File: src/rtl/manycore_credit_hold_unit.sv
`default_nettype none
//------------------------------------------------------------------------------
// Module  : manycore_credit_hold_unit
// Brief   : Saturating outgoing-credit counter plus a one-cycle return-data
//           hold stage. Optional checks: MANYCORE_CREDIT_HOLD_ASSERT_EN.
// Revision: 1.0 - initial release
//------------------------------------------------------------------------------
module manycore_credit_hold_unit #(
  parameter int data_width_p      = 32,
  parameter int max_out_credits_p = 16,
  parameter int init_val_p        = max_out_credits_p,
  parameter int max_step_p        = 1,
  localparam int ctr_width_lp     = $clog2(max_out_credits_p + 1),
  localparam int step_width_lp    = $clog2(max_step_p + 1)
) (
  input  logic                     clk_i,
  input  logic                     reset_i,
  input  logic [step_width_lp-1:0] down_i,
  input  logic [step_width_lp-1:0] up_i,
  output logic [ctr_width_lp-1:0]  out_credits_o,
  output logic                     credits_avail_o,
  output logic                     ctr_err_o,
  input  logic                     v_i,
  input  logic [data_width_p-1:0]  data_i,
  input  logic                     hold_i,
  output logic                     v_o,
  output logic [data_width_p-1:0]  data_o
);

  localparam int c_sum_w = ctr_width_lp + step_width_lp + 1;
  localparam logic signed [c_sum_w-1:0]  c_max_sum  = c_sum_w'(max_out_credits_p);
  localparam logic [ctr_width_lp-1:0]    c_max_ctr  = ctr_width_lp'(max_out_credits_p);
  localparam logic [ctr_width_lp-1:0]    c_init_ctr = ctr_width_lp'(init_val_p);

  logic [ctr_width_lp-1:0]    r_count;
  logic                       r_err;
  logic signed [c_sum_w-1:0]  w_next;
  logic                       w_under;
  logic                       w_over;

  // The extra sign bit lets a too-large decrement show up as a negative value.
  always_comb begin
    w_next  = $signed({{(c_sum_w - ctr_width_lp){1'b0}}, r_count})
            + $signed({{(c_sum_w - step_width_lp){1'b0}}, up_i})
            - $signed({{(c_sum_w - step_width_lp){1'b0}}, down_i});
    w_under = w_next[c_sum_w-1];
    w_over  = !w_under && (w_next > c_max_sum);
  end

  always_ff @(posedge clk_i) begin
    if (reset_i) begin
      r_count <= c_init_ctr;
      r_err   <= 1'b0;
    end else if (w_under) begin
      r_count <= '0;
      r_err   <= 1'b1;
    end else if (w_over) begin
      r_count <= c_max_ctr;
      r_err   <= 1'b1;
    end else begin
      r_count <= w_next[ctr_width_lp-1:0];
      r_err   <= 1'b0;
    end
  end

  assign out_credits_o   = r_count;
  assign credits_avail_o = (r_count != '0);
  assign ctr_err_o       = r_err;

  logic                    r_hold;
  logic                    r_v;
  logic [data_width_p-1:0] r_data;

  // Capture keeps running until the first held cycle, so the frozen word is
  // the one seen in the cycle hold_i rose.
  always_ff @(posedge clk_i) begin
    if (reset_i) begin
      r_hold <= 1'b0;
      r_v    <= 1'b0;
      r_data <= '0;
    end else begin
      r_hold <= hold_i;
      if (!r_hold) begin
        r_v    <= v_i;
        r_data <= data_i;
      end
    end
  end

  assign v_o    = r_hold ? r_v    : v_i;
  assign data_o = r_hold ? r_data : data_i;

`ifdef MANYCORE_CREDIT_HOLD_ASSERT_EN
  logic r_zero_seen;

  always @(negedge clk_i) begin
    if (reset_i) begin
      r_zero_seen <= 1'b0;
    end else begin
      if (w_under || w_over) begin
        $error("manycore_credit_hold_unit: credit counter saturation attempt");
        $finish;
      end
      if (int'(up_i) > max_step_p || int'(down_i) > max_step_p)
        $error("manycore_credit_hold_unit: step exceeds max_step_p");
      if (r_count == '0 && !r_zero_seen) begin
        $display("manycore_credit_hold_unit: warning, credits exhausted");
        r_zero_seen <= 1'b1;
      end
    end
  end
`endif

endmodule
`default_nettype wire

File: config.mk
export PLATFORM = sky130hd
export DESIGN_NAME = manycore_credit_hold_unit
export DESIGN_NICKNAME = d
export VERILOG_FILES = /design/src/rtl/manycore_credit_hold_unit.sv
export SDC_FILE = /design/constraint.sdc
export NUM_CORES = 1
export LEC_CHECK = 0
export CAP_MARGIN = 20
export CORE_ASPECT_RATIO = 1.1
export CORE_MARGIN = 10
export CORE_UTILIZATION = 30
export CTS_CLUSTER_SIZE = 16
export DETAILED_ROUTE_END_ITERATION = 10
export PLACE_DENSITY_LB_ADDON = 0.05
export SLEW_MARGIN = 40
export SYNTH_ARGS = -nofsm -noshare
export SYNTH_HDL_FRONTEND = slang
export SYNTH_SLANG_ARGS = --single-unit
File: constraint.sdc
create_clock -name clk_i -period 2.6 [get_ports clk_i]
set_clock_uncertainty 0.15 [all_clocks]
set_input_delay 0.39 -clock clk_i [delete_from_list [all_inputs] [get_ports clk_i]]
set_output_delay 0.39 -clock clk_i [all_outputs]
set_load 0.03 [all_outputs]
==> flow_metrics.tcl <==
set metrics [dict create \
    status "finished, final reports clean" \
    wire_per_inst_um 13.9 \
    drt-met1-wl_mm 2.10 \
    regToRegEndpoint "ctr_err_o" \
    grt_pass1_vias 1457 \
    clk_latency_ns 0.29 \
    setup_ws_ns 0.0903 \
    crit_chain "clkdlybuf4s50_1 > ha_1 > inv_1 > ha_1 > fa_2 > buf_4 > xnor2_1 > and4b_1 > o211ai_2 > and2b_1" \
    wl_mm 4.66 \
    drt_first_pass_iters 4 \
    antenna_found_initial 0 \
    n_antenna_cell 0 \
    syn-mean-instance-area_um2 10.6 \
    cp_max_fo 5 \
    vias_per_cell 4.40 \
    reg2reg_depth 10 \
    min_path_type "reg2reg" \
    setup_viol 0 \
    p_per_area_nw_per_um2 849 \
    ctsRootBufferMaster "clkbuf_8" \
    boundaryPins 78 \
    maxSlewViolCount 0 \
    clk_path_buf_depth 2 \
    slowest_stage "clkdlybuf4s50_1" \
    cts_sinks 40 \
    wl_met3_um 440 \
    whs_path_depth 2 \
    die_x_um 94.6 \
    syn_to_final_growth_pct 57.7 \
    mostFrequentLayoutCells "clkdlybuf4s50_1, dfxtp_1, nor2b_1" \
    p_leak_nw 1.13 \
    startpoint_type "primary input" \
    synth_nets 221 \
    ys_types 31 \
    cts_tree "yes" \
    r2r-start "out_credits_o[0]" \
    place.detailed.hpwl_mm 3.47 \
    period_minus_slack_ns 2.51 \
    peakVddDrop_mv 0.484 \
    placed_area_um2 2740 \
    drive_gt1_share_pct 21.7 \
    top_layer "met4" \
    fin_area_um2 2900 \
    finalNetCount 305 \
    syn-cell-area_um2 1840 \
    slew_headroom_pct 76.2 \
    multi_input_area_um2 991 \
    first_iter_violations 38 \
    clk_pin_slew_worst_paths_ns 0.07 \
    final_hold_viol_count 0 \
    r2r_setup_slack_ns 0.21 \
    maxCapViolations 0 \
    final.period_utilization_pct 96.5 \
    antenna_left 0 \
    fillers 561 \
    endpoint_kind "flip-flop" \
    critical_path_class "in2reg" \
    fmax_ghz 0.398 \
    track_usage_pct 9.39 \
    synth_cells 173 \
    met2WireLength_mm 2.09 \
    postCtsSetupRepairBufs 0 \
    grt_first_pass_wirelength_mm 7.23 \
    drt_drc_violations_left 0 \
    grt_start_max_net_pins 34 \
    slowest_delay_ns 0.40 \
    numCtsBuffers 5 \
    cpMostUsedCell "ha_1" \
    coreArea_um2 5840 \
    ys_ff_latch 40 \
    port-buffer-count 77 \
    crit_required_ns 2.63 \
    hold_path_end "r_data[29]" \
    dieArea_um2 9650 \
    ff_latch_area_um2 801 \
    cts_max_level 2 \
    tightest_slew_ns 0.354 \
    worstHoldStart "r_data[29]" \
    die_h_um 102 \
    rows 29 \
    synth_top_area_cell "dfxtp_1" \
    yosysSeqAreaShare_pct 43.6 \
    gp_congestion 0.840 \
    synth_top_area_share_pct 43.6 \
    yosys_warnings 0 \
    vias 1473 \
    initial_core_util_pct 31.4 \
    pre_cts_slack_ns -0.309 \
    synth_area_leaders "dfxtp_1, mux2_2, nor2b_1, ha_1, inv_1" \
    final_common_cell "clkdlybuf4s50_1" \
    overflow 0 \
    holdWs_ns 0.437 \
    critPathArrivalTime_ns 2.54 \
]
## worst max-delay path: cells and delay by family
family,cells,cell delay (ns)
simple gates,2,0.42
fa+ha+maj,3,0.84
xor+xnor,1,0.16
buf+inv,3,0.59
compound gates,1,0.14
## timing repair
action                                  in CTS  in global routing
endpoints found under the setup margin       3                  6
pin swaps                                    0                  3
endpoints found under the hold margin        0                  0
gates resized for setup                      1                  6
hold buffers                                 0                  0
## stage by stage
| stage | std cells | util (%) | setup TNS [ns] | total power, mW |
|---|---|---|---|---|
| 3_3_place_gp | 327 | 46.9 | -1.54 | 1.88 |
| 2_1_floorplan | 173 | - | 0 | 1.47 |
| 6_report | 335 | 49.6 | 0 | 2.46 |
| 4_1_cts | 335 | 49.2 | 0 | 2.44 |
| 5_1_grt | 335 | 49.6 | -0.0106 | 2.62 |
| 3_5_place_dp | 327 | 46.9 | -1.73 | 1.87 |
## cell usage after synthesis, drive strengths merged
master,count
a211oi,1
a21oi,3
a311o,1
a31oi,1
and2b,1
and4b,1
buf,3
clkbuf,5
dfxtp,40
fa,1
ha,9
inv,10
mux2,33
nand2,2
nand2b,1
nand3,1
nand4,1
nor2,5
nor2b,37
nor3,4
nor3b,2
nor4,1
o211ai,1
o21ai,1
o21bai,1
o22ai,1
o311a,1
o311ai,1
o31ai,1
or3,1
xnor2,2
## logic make-up after synthesis
logic type	synth area share, %
and+or+nand+nor	18.5
DFF	43.6
adders and majority gates	7.23
AOI/OAI and AO/OA	5.52
buffers and inverters	3.89
muxes	20.2
xor gates and xnor gates	0.955
## power breakdown
| part | switching (mW) | total, mW | internal (mW) |
|---|---|---|---|
| Combinational | 0.630 | 1.20 | 0.566 |
| Sequential | 0.0318 | 0.713 | 0.682 |
| Clock | 0.209 | 0.548 | 0.339 |
| Total | 0.871 | 2.46 | 1.59 |
## state kept, by name (all words and copies together) (netlist names)
register / cells
r_hold: 1
ctr_err_o: 1
r_v: 1
r_data: 32
out_credits_o: 5
## how the worst max path moves through the flow
stage / to / slack, ns / depth (start not counted) / startpoint
5_1_grt: out_credits_o[1] / -0.006 / 10 / down_i
6_report: ctr_err_o / 0.09 / 10 / down_i
2_1_floorplan: out_credits_o[4] / 0.009 / 10 / out_credits_o[0]
4_1_cts: out_credits_o[1] / 0.04 / 10 / down_i
3_3_place_gp: out_credits_o[4] / -0.29 / 10 / down_i
3_5_place_dp: out_credits_o[4] / -0.31 / 10 / down_i
## area by class of cell
class                           instances  area share, %
Clock buffer                            7           3.33
Sequential cell                        40           27.7
Multi-Input combinational cell        115           34.2
Timing Repair Buffer                   85           29.1
Tap cell                               77           3.33
Inverter                               10           1.30
Clock inverter                          1           1.04
## per-layer routing
metal,GRT usage (%),vias to the layer above
met4,3.11,0
met3,4.03,3
met1,11.5,668
met5,0,-
met2,14.5,52
li1,-,750
Note: power is estimated with default switching activity, not from simulation.
